### src/rtl/counter_pkg.sv
// Shared definitions for the bit-serial counter datapath: FSM encoding and sizing helpers.
package counter_pkg;

    localparam int DEFAULT_WIDTH = 8;

    typedef enum logic [1:0] {
        ST_IDLE  = 2'd0,
        ST_SHIFT = 2'd1,
        ST_DRAIN = 2'd2,
        ST_DONE  = 2'd3
    } seq_state_e;

    // Bit-index width; never below one bit so the counter stays a real vector.
    function automatic int idx_w(input int width);
        return (width <= 2) ? 1 : $clog2(width);
    endfunction

endpackage

### src/rtl/serial_count_seq.sv
// Bit-serial accumulating counter sequencer: streams count and step LSB-first into an
// external 1-cycle registered full adder, collects the sum and commits count/overflow.
//
// Handshake: start/clr are sampled only while busy is low; an accepted start raises busy on
// the same edge and busy drops on the edge that raises the one-cycle done pulse.
module serial_count_seq
    import counter_pkg::*;
#(
    parameter int WIDTH = DEFAULT_WIDTH
) (
    input  logic             clk,
    input  logic             rst,
    input  logic             start,
    input  logic             clr,
    input  logic [WIDTH-1:0] step,
    output logic             busy,
    output logic             done,
    output logic [WIDTH-1:0] count,
    output logic             overflow,
    output logic             add_a,
    output logic             add_b,
    output logic             add_cin,
    input  logic             add_s,
    input  logic             add_cout,
    output logic [1:0]       dbg_state
);

    localparam int KW = idx_w(WIDTH);
    localparam logic [KW-1:0] K_LAST = KW'(WIDTH - 1);

    seq_state_e       state_q;
    logic [KW-1:0]    k_q;
    logic [WIDTH-1:0] a_sh_q;
    logic [WIDTH-1:0] b_sh_q;
    logic [WIDTH-1:0] res_q;
    logic             carry_q;
    logic [WIDTH-1:0] count_q;
    logic             overflow_q;
    logic             busy_q;
    logic             done_q;

    logic             in_shift_d;
    logic [WIDTH-1:0] res_d;

    assign in_shift_d = (state_q == ST_SHIFT);
    // Sum bits arrive one cycle behind their operands, so they enter from the MSB end.
    assign res_d      = {add_s, res_q[WIDTH-1:1]};

    always_ff @(posedge clk or negedge rst) begin
        if (!rst) begin
            state_q    <= ST_IDLE;
            k_q        <= '0;
            a_sh_q     <= '0;
            b_sh_q     <= '0;
            res_q      <= '0;
            carry_q    <= 1'b0;
            count_q    <= '0;
            overflow_q <= 1'b0;
            busy_q     <= 1'b0;
            done_q     <= 1'b0;
        end else begin
            done_q <= 1'b0;
            case (state_q)
                ST_IDLE: begin
                    if (clr) begin
                        count_q    <= '0;
                        overflow_q <= 1'b0;
                    end else if (start) begin
                        a_sh_q  <= count_q;
                        b_sh_q  <= step;
                        k_q     <= '0;
                        busy_q  <= 1'b1;
                        state_q <= ST_SHIFT;
                    end
                end
                ST_SHIFT: begin
                    a_sh_q <= a_sh_q >> 1;
                    b_sh_q <= b_sh_q >> 1;
                    if (k_q != '0) begin
                        res_q <= res_d;
                    end
                    if (k_q == K_LAST) begin
                        state_q <= ST_DRAIN;
                    end else begin
                        k_q <= k_q + 1'b1;
                    end
                end
                ST_DRAIN: begin
                    res_q   <= res_d;
                    carry_q <= add_cout;
                    state_q <= ST_DONE;
                end
                ST_DONE: begin
                    count_q    <= res_q;
                    overflow_q <= carry_q;
                    done_q     <= 1'b1;
                    busy_q     <= 1'b0;
                    state_q    <= ST_IDLE;
                end
                default: state_q <= ST_IDLE;
            endcase
        end
    end

    // Carry-in is the adder's registered carry passed straight through from bit 1 onward.
    assign add_a     = in_shift_d & a_sh_q[0];
    assign add_b     = in_shift_d & b_sh_q[0];
    assign add_cin   = in_shift_d & (k_q != '0) & add_cout;

    assign busy      = busy_q;
    assign done      = done_q;
    assign count     = count_q;
    assign overflow  = overflow_q;
    assign dbg_state = state_q;

endmodule

### config.mk
export PLATFORM = sky130hd
export DESIGN_NAME = serial_count_seq
export DESIGN_NICKNAME = d
export VERILOG_FILES = /design/src/rtl/counter_pkg.sv /design/src/rtl/serial_count_seq.sv
export SDC_FILE = /design/constraint.sdc
export NUM_CORES = 1
export LEC_CHECK = 0
export BUFFER_PORTS_ARGS = -buffer_cell sky130_fd_sc_hd__buf_2
export CORE_UTILIZATION = 41
export DETAILED_ROUTE_END_ITERATION = 7
export HOLD_SLACK_MARGIN = 0.15
export PLACE_DENSITY = 0.61
export SYNTH_ARGS = -nofsm -noshare
export SYNTH_HDL_FRONTEND = slang
export SYNTH_SLANG_ARGS = --single-unit
### constraint.sdc
create_clock -name clk -period 1.78 [get_ports clk]
set_clock_uncertainty 0.15 [all_clocks]
set_input_delay 0.356 -clock clk [delete_from_list [all_inputs] [get_ports clk]]
set_output_delay 0.356 -clock clk [all_outputs]
set_load 0.01 [all_outputs]
=== Word level (Yosys, flattened, before mapping) ===
Index checks and enable logic that the tools add are counted.
Widths: inputs -> output; s select.

* Output and inout port bits: 16
* Memory bits (writable): 0
* Memories: 0
* Latch bits: 0
* Bits in registers: 41
* Logic and storage cells: 60
* Memory bits (read-only): 0

* Order comparisons: 0
* Reduce and logical (&&, ||, !) cells: 11
* Mux-type cells: 24
* Shift operators: 0
* Div/mod/pow operators: 0
* Equality and inequality tests: 10
* Add/subtract/negate cells: 1
* Bitwise operators: 4
* Multiply operators: 0

{| class="wikitable"
|+ Operators by type and width
! cell !! number
|-
| $pmux 8 s2 || 4
|-
| $mux 8 || 6
|-
| $mux 3 || 3
|-
| $reduce_and 3->1 || 3
|-
| $ne 2x2->1 const B || 4
|-
| $pmux 2 s4 || 1
|-
| $mux 2 || 3
|-
| $pmux 3 s2 || 1
|-
| $reduce_bool 2->1 || 3
|-
| $and 1x1->1 || 4
|-
| $eq 2x2->1 const B || 2
|-
| $mux 1 || 4
|-
| $ne 2x1->1 const B || 2
|-
| $pmux 1 s2 || 2
|-
| $reduce_and 2->1 || 2
|-
| $reduce_and 4->1 || 1
|-
| $add 3x1->3 const B || 1
|-
| $eq 3x3->1 const B || 1
|-
| $reduce_bool 3->1 || 1
|-
| $eq 2x1->1 const B || 1
|-
| $logic_not 2->1 || 1
|}

=== Depth between registers and ports, before layout ===
Gate-level depths: netlist of run 1.

* Depth after elaboration: 3
* Depth in mapped cells: 7
* Depth with buffers taken out: 5

=== Worst setup path after synthesis of run 1 ===
Ideal clock, no wire load.

* Kind: register to register
* Start: register state_q[1], in the netlist dbg_state[1]
* End: register a_sh_q[0]
* Cell stages (with the launch flop): 7
* Data arrival time: 1.654 ns
* Slack: -0.149 ns
* Path through: dfrtp_1 > inv_1 > ha_1 > buf_4 > buf_2 > mux2_2 > mux2_4

* Cells in the longest elaborated chain, start to end: 3
* Elaborated cells on any way between the ends: 7

{| class="wikitable"
|+ RTL lines
! element !! line !! RTL
|-
| start: declaration || serial_count_seq.sv:31 || <nowiki>seq_state_e state_q;</nowiki>
|-
| start signal: assignment || serial_count_seq.sv:51 || <nowiki>state_q <= ST_IDLE;</nowiki>
|-
| start signal: assignment || serial_count_seq.sv:73 || <nowiki>state_q <= ST_SHIFT;</nowiki>
|-
| start signal: assignment || serial_count_seq.sv:83 || <nowiki>state_q <= ST_DRAIN;</nowiki>
|-
| $eq 2x1->1 / $logic_not 2->1 (equally long branches) || serial_count_seq.sv:63 || <nowiki>case (state_q)</nowiki>
|-
| $reduce_bool 2->1 (no source line) / $ne 2x2->1 (equally long branches) || n/a ||
|-
| $reduce_and 3->1 (no source line) || n/a ||
|-
| end signal: assignment || serial_count_seq.sv:69 || <nowiki>a_sh_q <= count_q;</nowiki>
|-
| end signal: assignment || serial_count_seq.sv:77 || <nowiki>a_sh_q <= a_sh_q >> 1;</nowiki>
|-
| end: declaration || serial_count_seq.sv:33 || <nowiki>logic [WIDTH-1:0] a_sh_q;</nowiki>
|}

Parallel ways exist; a longest one is shown, timed or not.
A chain may end at the register's enable or synchronous reset.

=== Final worst setup path of run 1 ===
* Start: register state_q[1], in the netlist dbg_state[1]
* End: output port add_cin

* Cells in the longest elaborated chain, start to end: 3

{| class="wikitable"
|+ RTL lines
! element !! line !! RTL
|-
| $eq 2x1->1 || serial_count_seq.sv:45 || <nowiki>assign in_shift_d = (state_q == ST_SHIFT);</nowiki>
|-
| $and 1x1->1 (2 in series) || serial_count_seq.sv:108 || <nowiki>assign add_cin = in_shift_d & (k_q != '0) & add_cout;</nowiki>
|-
| end: declaration || serial_count_seq.sv:22 || <nowiki>output logic add_cin,</nowiki>
|}

Every way passes these cells.

==> results of run 1 <==
==> final cells by class <==
cell class	count	share of cell area (%)
multi-input combinational	92	38.1
timing repair buffer	49	15.0
clock buffer	5	2.65
tap	52	2.51
sequential	41	39.7
inverter	5	0.820
clock inverter	2	1.35
==> power breakdown <==
group	switching [mW]	internal, mW
sequential	0.276	1.35
clock	0.310	0.408
combinational	1.10	1.65
==> what timing repair did <==
action | 4_1_cts | 5_1_grt
endpoints found under the setup margin | 6 | 38
hold buffers | 1 | 0
gates cloned | 0 | 0
pin swaps | 2 | 0
setup buffers | 9 | 3
endpoints found under the hold margin | 41 | 0
gates resized for setup | 3 | 27
==> cell families after synthesis <==
logic type      Yosys count
fa+ha+maj                 8
flops                    41
compound gates           16
simple gates             24
mux                      44
buf+inv                  11
==> routing by layer <==
layer  up-vias  wire length (um)
li1        609                 -
met1       642              1800
met2        27              1890
met3         7               177
met4         0                63
met5         -                 0
==> cell usage after synthesis <==
cell type / instances
a31oi_1: 2
buf_4: 1
and2_1: 3
mux2_2: 28
mux2i_4: 2
ha_1: 8
o21ai_0: 3
buf_6: 1
mux2_4: 10
nor2_1: 1
nand3_1: 4
nor2b_1: 2
buf_2: 3
a22o_1: 9
and3_1: 1
a21oi_1: 1
mux2i_1: 4
dfrtp_1: 41
nand2b_1: 5
nand2_1: 5
and2b_1: 1
or2_2: 1
o21ai_2: 1
nand4_1: 1
inv_1: 5
clkbuf_1: 1
==> flip-flops by register name, indices dropped and copies added, names as in the netlist <==
register   cells
b_sh_q         8
carry_q        1
busy           1
overflow       1
a_sh_q         8
res_q          8
dbg_state      2
k_q            3
count          8
done           1
==> cell usage in the layout, fill, tap and decap left out, drive strengths merged <==
| cell type | synthesis | final |
|---|---|---|
| a22o | 9 | 9 |
| and3 | 1 | 1 |
| clkinv | 0 | 1 |
| nor2 | 1 | 1 |
| nor2b | 2 | 2 |
| mux2i | 6 | 6 |
| buf | 5 | 48 |
| mux2 | 38 | 38 |
| nand4 | 1 | 1 |
| nand2 | 5 | 5 |
| and2 | 3 | 3 |
| a21oi | 1 | 1 |
| dlygate4sd3 | 0 | 1 |
| ha | 8 | 8 |
| and2b | 1 | 1 |
| a31oi | 2 | 2 |
| nand3 | 4 | 4 |
| dfrtp | 41 | 41 |
| o21ai | 4 | 4 |
| clkbuf | 1 | 5 |
| bufinv | 0 | 1 |
| inv | 5 | 5 |
| or2 | 1 | 1 |
| nand2b | 5 | 5 |
==> worst max-delay path by stage <==
stage | start | to | slack [ps] | depth (start not counted)
2_1_floorplan | dbg_state[1] | a_sh_q[0] | -1 | 6
3_3_place_gp | dbg_state[0] | k_q[2] | 50 | 6
3_5_place_dp | dbg_state[0] | k_q[0] | -7 | 6
4_1_cts | dbg_state[1] | add_cin | -40 | 5
5_1_grt | dbg_state[1] | add_cin | -80 | 5
6_report | dbg_state[1] | add_cin | -40 | 5
==> through the flow <==
| stage | utilization [%] | total power [mW] | instance area [um2] |
|---|---|---|---|
| after floorplan | - | 3.31 | 2030 |
| after global placement | 50.3 | 3.74 | 2260 |
| after detailed placement | 50.3 | 3.86 | 2260 |
| after CTS | 54.6 | 4.76 | 2460 |
| after global routing | 57.6 | 5.41 | 2590 |
| final | 57.6 | 5.09 | 2590 |
==> run summary, run 1 <==
CTS clk-pin slew, worst paths -> 70 ps
CP bufs+invs -> 3
Starting density of the core -> 44.1%
VDD IR max -> 0.000981 V
Netlist Area Pre-Place -> 1980 um2
Largest net degree at the start of global routing -> 42
Fill count -> 376
Normalized max-slew margin -> 74.6%
Via density -> 5.22
Adder-Cell Fraction of Synth Area -> 5.04%
Simple-gate share of the synthesized area -> 6.62%
Yosys warning total -> 0
Critical Path Start Type -> register
Cell total after placement -> 226
DRC viols -> 0
CP max stage cell -> dfrtp_2
GR Overflow Total -> 0
Complex-gate fraction of the synthesized area -> 6.05%
Final hold slack -> 157 ps
Wire per inst -> 16.0 um
Critical-path maximum fanout -> 4
Syn Nets -> 166
Worst Reg-to-Reg Cells -> 6
Clock buffer count from CTS -> 5
Die Ht -> 71.6 um
Antenna cells -> 0
Core Region -> 4500 um2
Hold endpoint -> res_q[7]
Layout cells sized above 1 -> 56.2%
Critical path endpoint category -> primary output
Leakage Power -> 1.29 nW
Fmax -> 549 MHz
Final antenna-violating net count -> 0
Worst Hold Class -> primary input to register
Clk sinks -> 41
Syn avg cell area -> 13.8 um2
Worst path most repeated cell -> buf_6
Worst Tran Pin Value -> 380 ps
Setup TNS -> -111 ps
Max Transition Viols Final -> 0
Non-Filler Instances -> 246
Post-Route WL -> 3930 um
Cell family with most CP delay -> flip-flops
M2 GR Usage -> 27.5%
TritonRoute pass-1 iters -> 4
Detailed placer's ending HPWL -> 2630 um
CTS tree -> built
NumNets Final -> 216
DR iter-0 viols -> 44
Final Worst Setup Slack -> -42.3 ps
Yosys reg bits -> 41
R2r startpoint -> dbg_state[1]
Clk buf depth -> 2
Routability-driven placement congestion ratio -> 0.746
Post-Syn Instances -> 144
Via count -> 1285
Hold path depth -> 2
Hold wc startpoint -> add_s
Tcrit/Tclk final -> 102%
First-pass GRT wire length -> 6380 um
Setup WS pre-CTS -> -6.55 ps
Met1 Track Usage GR -> 20.7%
Area of the multi-input gates -> 987 um2
Seq/Total Area, Yosys -> 51.7%
Largest family of logic cells by synthesized area -> multiplexers
Area leader, netlist -> dfrtp_1
Critical Path AT -> 1320 ps
Row cnt -> 24
Port-buffer cells -> 29
Seq. cell area -> 1030 um2
Root Driver -> clkbuf_8
I/O pins -> 30
Cell Chain, Critical Path -> inv_4, ha_4, buf_6, and3_4, buf_6
Crit path kind -> register to primary output
Maxcap violations -> 0
Final Hold Fails -> 0
Layout area overhead -> 30.7%
Mux cell area share after synthesis -> 27.7%
H-tree depth -> 2
Top cells by area, synth -> dfrtp_1 (52%), mux2_2 (16%), mux2_4 (7.6%)
Width of the die -> 71.6 um
Worst skew pair latency -> 290 ps
CP Data Required Time -> 1270 ps
Pwr dens -> 1960 nW/um2
Routing usage on met3 -> 4.08%
Failing checks -> setup timing
Xor/xnor share of the synthesized area -> 0%
Vias in the first global route -> 1348
Total global-route track usage -> 16.5%
RSZ-0062 raised after global routing -> yes
Cell variety after synth -> 26
Die Footprint -> 5120 um2
Status -> finished, violations left
CP max stage delay -> 430 ps
Top Usage Layer GRT -> met2
FF-to-FF setup slack -> 20 ps
Top-area cell type share of the netlist area -> 51.7%
RR Endpoint -> res_q[0]
Min Clock Period, post-route -> 1820 ps
Final setup vio count -> 3
Antenna violations before repair -> 0
(Power assumes the default switching activity.)
==> run 2: changes to the inputs <==
--- a/constraint.sdc
+++ b/constraint.sdc
@@ -4,2 +4,2 @@
 set_output_delay 0.356 -clock clk [all_outputs]
-set_load 0.01 [all_outputs]
+set_load 0.005 [all_outputs]
==> run summary, run 2 (synthesized netlist as in run 1, its figures left out) <==
Worst Reg-to-Reg Cells -> 6
Largest net degree at the start of global routing -> 42
GR Overflow Total -> 0
Non-Filler Instances -> 251
Via count -> 1265
Hold path depth -> 2
VDD IR max -> 0.000765 V
Final antenna-violating net count -> 0
Clk buf depth -> 2
Starting density of the core -> 44.1%
Max Transition Viols Final -> 0
Final setup vio count -> 13
Leakage Power -> 1.30 nW
Core Region -> 4500 um2
Port-buffer cells -> 29
First-pass GRT wire length -> 6050 um
Final Total Pwr -> 5.10 mW
Via density -> 5.04
Die Footprint -> 5120 um2
Normalized max-slew margin -> 65.8%
NumNets Final -> 220
Worst skew pair latency -> 290 ps
Cell total after placement -> 226
Tcrit/Tclk final -> 102%
Fill count -> 369
I/O pins -> 30
Commonest cells after routing, fill and taps aside -> dfrtp_1 (40), buf_2 (27), mux2_2 (22), mux2_4 (16), buf_4 (15)
Crit path kind -> register to primary output
Layout cells sized above 1 -> 55.3%
Die Ht -> 71.6 um
Fmax -> 551 MHz
Status -> finished, violations left
Vias in the first global route -> 1291
CTS tree -> built
Maxcap violations -> 0
Worst Tran Pin Value -> 514 ps
Root Driver -> clkbuf_8
Critical-path maximum fanout -> 4
Min Clock Period, post-route -> 1820 ps
DR iter-0 viols -> 62
TritonRoute pass-1 iters -> 4
Clock buffer count from CTS -> 5
Final Hold Fails -> 0
Final hold slack -> 162 ps
Antenna violations before repair -> 0
Post-Route WL -> 3720 um
Critical path endpoint category -> primary output
Seq. cell area -> 1030 um2
Routability-driven placement congestion ratio -> 0.803
Hold wc startpoint -> add_cout
Critical Path Source -> dbg_state[1]
R2r startpoint -> dbg_state[1]
Worst Hold Class -> primary input to register
RSZ-0062 raised after global routing -> yes
CTS clk-pin slew, worst paths -> 80 ps
CP Data Required Time -> 1270 ps
Final Cell Area -> 2610 um2
Clk sinks -> 41
Final Worst Setup Slack -> -35.1 ps
Layout area overhead -> 31.4%
Antenna cells -> 0
Failing checks -> setup timing
Placed Area -> 2260 um2
H-tree depth -> 2
Critical Path AT -> 1310 ps
Commonest non-fill, non-tap cell in the layout -> dfrtp_1
Row cnt -> 24
Detailed placer's ending HPWL -> 2500 um
Critical Path Start Type -> register
Total global-route track usage -> 15.8%
Pwr dens -> 1950 nW/um2
Area of the multi-input gates -> 963 um2
Width of the die -> 71.6 um
Wire per inst -> 14.8 um
DRC viols -> 0
## run 2: stage by stage
step | util [%] | setup TNS [ps] | setup slack (ps)
6_report | 57.9 | -281 | -35.1
5_1_grt | 57.9 | -1520 | -102
4_1_cts | 56.1 | -248 | -42.8
3_5_place_dp | 50.2 | -203 | -47.4
3_3_place_gp | 50.2 | 0 | 28.9
2_1_floorplan | - | 0 | 4.13
## run 2: routing by layer
| layer | up-vias | GRT usage, % | wire, um |
|---|---|---|---|
| li1 | 621 | - | - |
| met1 | 617 | 18.5 | 1650 |
| met2 | 22 | 28.0 | 1880 |
| met3 | 5 | 3.94 | 144 |
| met4 | 0 | 5.88 | 45 |
| met5 | - | 0 | 0 |
## run 2: final cells by class
class | count | share of cell area [%]
Sequential cell | 41 | 39.4
Multi-Input combinational cell | 92 | 36.9
Timing Repair Buffer | 53 | 16.0
Clock buffer | 5 | 2.64
Tap cell | 52 | 2.50
Clock inverter | 3 | 1.78
Inverter | 5 | 0.720
## run 2: repair_timing
item                                    in CTS  in global routing
pin swaps                                    1                  2
setup buffers                               10                  4
gates cloned                                 0                  1
endpoints found under the setup margin      27                 26
hold buffers                                 2                  0
hold endpoints to repair                    42                  0
resized for setup                           10                  6
## run 2: worst max-delay path: stages, from the launching register on
cell     delay (ps)
dfrtp_1         390
inv_2           100
ha_4            180
buf_6           110
and3_1          130
buf_2           100
## run 2: worst paths after layout
kind / slack (ps) / endpoint
worst max-delay path: -40 / add_cin
worst min-delay path: 160 / carry_q
worst max register to register: -30 / b_sh_q[4]
worst min register to register: 350 / count[0]
max in group asynchronous: 600 / dbg_state[0]
min in group asynchronous: 490 / dbg_state[1]
## run 2: power by group
part	total, mW	switching (mW)	internal (mW)
combinational	2.73	1.04	1.70
clock	0.750	0.330	0.420
sequential	1.61	0.262	1.35
==> run 3: changes to the inputs <==
Settings changed: SKIP_CTS_REPAIR_TIMING from default to 1.
==> run summary, run 3 (synthesized netlist as in run 1, its figures left out) <==
Worst skew pair latency -> 290 ps
Met1 Track Usage GR -> 18.0%
Largest net degree at the start of global routing -> 42
Antenna cells -> 0
Pwr dens -> 1920 nW/um2
GR Overflow Total -> 0
Total global-route track usage -> 14.6%
Failing checks -> setup timing
Final Worst Setup Slack -> -81.2 ps
Row cnt -> 24
CP max stage cell -> dfrtp_1
Tcrit/Tclk final -> 105%
Critical Path Stages -> 5
Worst Reg-to-Reg Cells -> 5
Crit path kind -> register to primary output
CTS tree -> built
Antenna violations before repair -> 0
H-tree depth -> 2
TritonRoute pass-1 iters -> 4
Final Hold Fails -> 0
Maxcap violations -> 0
Routability-driven placement congestion ratio -> 0.803
Worst Hold Class -> primary input to register
Width of the die -> 71.6 um
FF-to-FF setup slack -> -30 ps
Starting density of the core -> 44.1%
DR iter-0 viols -> 52
Port-buffer cells -> 29
Commonest non-fill, non-tap cell in the layout -> dfrtp_1
M2 GR Usage -> 24.6%
DRC viols -> 0
Layout cells sized above 1 -> 53.1%
Status -> finished, violations left
Fill count -> 389
First-pass GRT wire length -> 5660 um
Max Transition Viols Final -> 0
Final Cell Area -> 2480 um2
RR Endpoint -> b_sh_q[2]
Routing usage on met3 -> 3.94%
Critical path endpoint category -> primary output
Via density -> 4.95
Worst Tran Pin Value -> 509 ps
Cell family with most CP delay -> flip-flops
Top Usage Layer GRT -> met2
Root Driver -> clkbuf_8
Critical Path AT -> 1360 ps
Layout area overhead -> 25.1%
Critical-path maximum fanout -> 6
Final antenna-violating net count -> 0
Wire per inst -> 14.3 um
Clk sinks -> 41
Critical Path Start Type -> register
Worst Setup EP -> add_cin
Leakage Power -> 1.23 nW
CTS clk-pin slew, worst paths -> 80 ps
I/O pins -> 30
NumNets Final -> 213
VDD IR max -> 0.000731 V
Core Region -> 4500 um2
RSZ-0062 raised after global routing -> yes
Clk buf depth -> 2
Die Ht -> 71.6 um
R2r startpoint -> dbg_state[0]
Die Footprint -> 5120 um2
Min Clock Period, post-route -> 1860 ps
CP bufs+invs -> 3
Post-Route WL -> 3480 um
Detailed placer's ending HPWL -> 2500 um
Setup TNS -> -499 ps
Fmax -> 537 MHz
Hold wc startpoint -> add_s
Commonest cells after routing, fill and taps aside -> dfrtp_1 (40), buf_2 (29), mux2_2 (26), mux2_4 (12), buf_4 (12)
Clock buffer count from CTS -> 5
Vias in the first global route -> 1212
Via count -> 1208
Placed Area -> 2260 um2
Normalized max-slew margin -> 66.1%
CP max stage delay -> 390 ps
Final setup vio count -> 14
Critical Path Source -> dbg_state[1]
Cell Chain, Critical Path -> inv_2, ha_4, buf_6, and3_1, buf_2
CP Data Required Time -> 1270 ps
[run 3: cell count changes in the layout (fill, tap and decap cells not counted), moves of 2 or more]
cell    change
mux2_2      +4
mux2_4      -4
and2_1      +3
buf_4       -3
buf_6       -3
and2_4      -2
buf_2       +2
[run 3: final cells by class]
cell class / count / area (um2) / share of cell area [%]
clock buffer: 5 / 68.8 / 2.77
inverter: 5 / 18.8 / 0.756
tap: 52 / 65.1 / 2.62
timing repair buffer: 46 / 317 / 12.8
sequential: 41 / 1030 / 41.4
multi-input combinational: 92 / 940 / 37.9
clock inverter: 3 / 46.3 / 1.86
[run 3: power breakdown]
group	switching, mW	total, mW	internal (mW)	leakage (nW)
sequential	0.258	1.61	1.35	0.515
clock	0.328	0.747	0.420	0.0543
combinational	0.949	2.41	1.46	0.662
total	1.53	4.76	3.23	1.23
[run 3: routing by layer]
metal  vias to the layer above  wire length, um  share of wire (%)
met4                         0               45                1.3
met3                         4              151                4.3
met1                       576             1590                 46
met2                        22             1690                 49
li1                        606                -                  -
met5                         -                0                  0
[run 3: worst reg2reg max path: cells and delay by family (launching register included)]
family     cells  cell delay [ps]
fa+ha+maj      1              190
mux            2              600
buf+inv        2              310
flops          1              450
[run 3: worst min-delay path by stage]
stage | end | slack (ps) | cells past startpoint
finish | res_q[7] | 140 | 2
floorplan | a_sh_q[0] | -90 | 0
global placement | busy | 290 | 2
global route | res_q[7] | 160 | 2
detailed placement | b_sh_q[2] | 300 | 2
CTS | carry_q | -10 | 2
[run 3: stage by stage]
stage	std cells	hold WS (ps)	power, mW	utilization (%)	worst slack (ps)
after global routing	244	161	5.08	55.1	-159
after CTS	234	-13.3	4.56	52.7	-144
after floorplan	144	-89.6	3.25	-	4.13
final	244	144	4.76	55.1	-81.2
after detailed placement	226	302	3.81	50.2	-47.4
after global placement	226	291	3.70	50.2	28.9
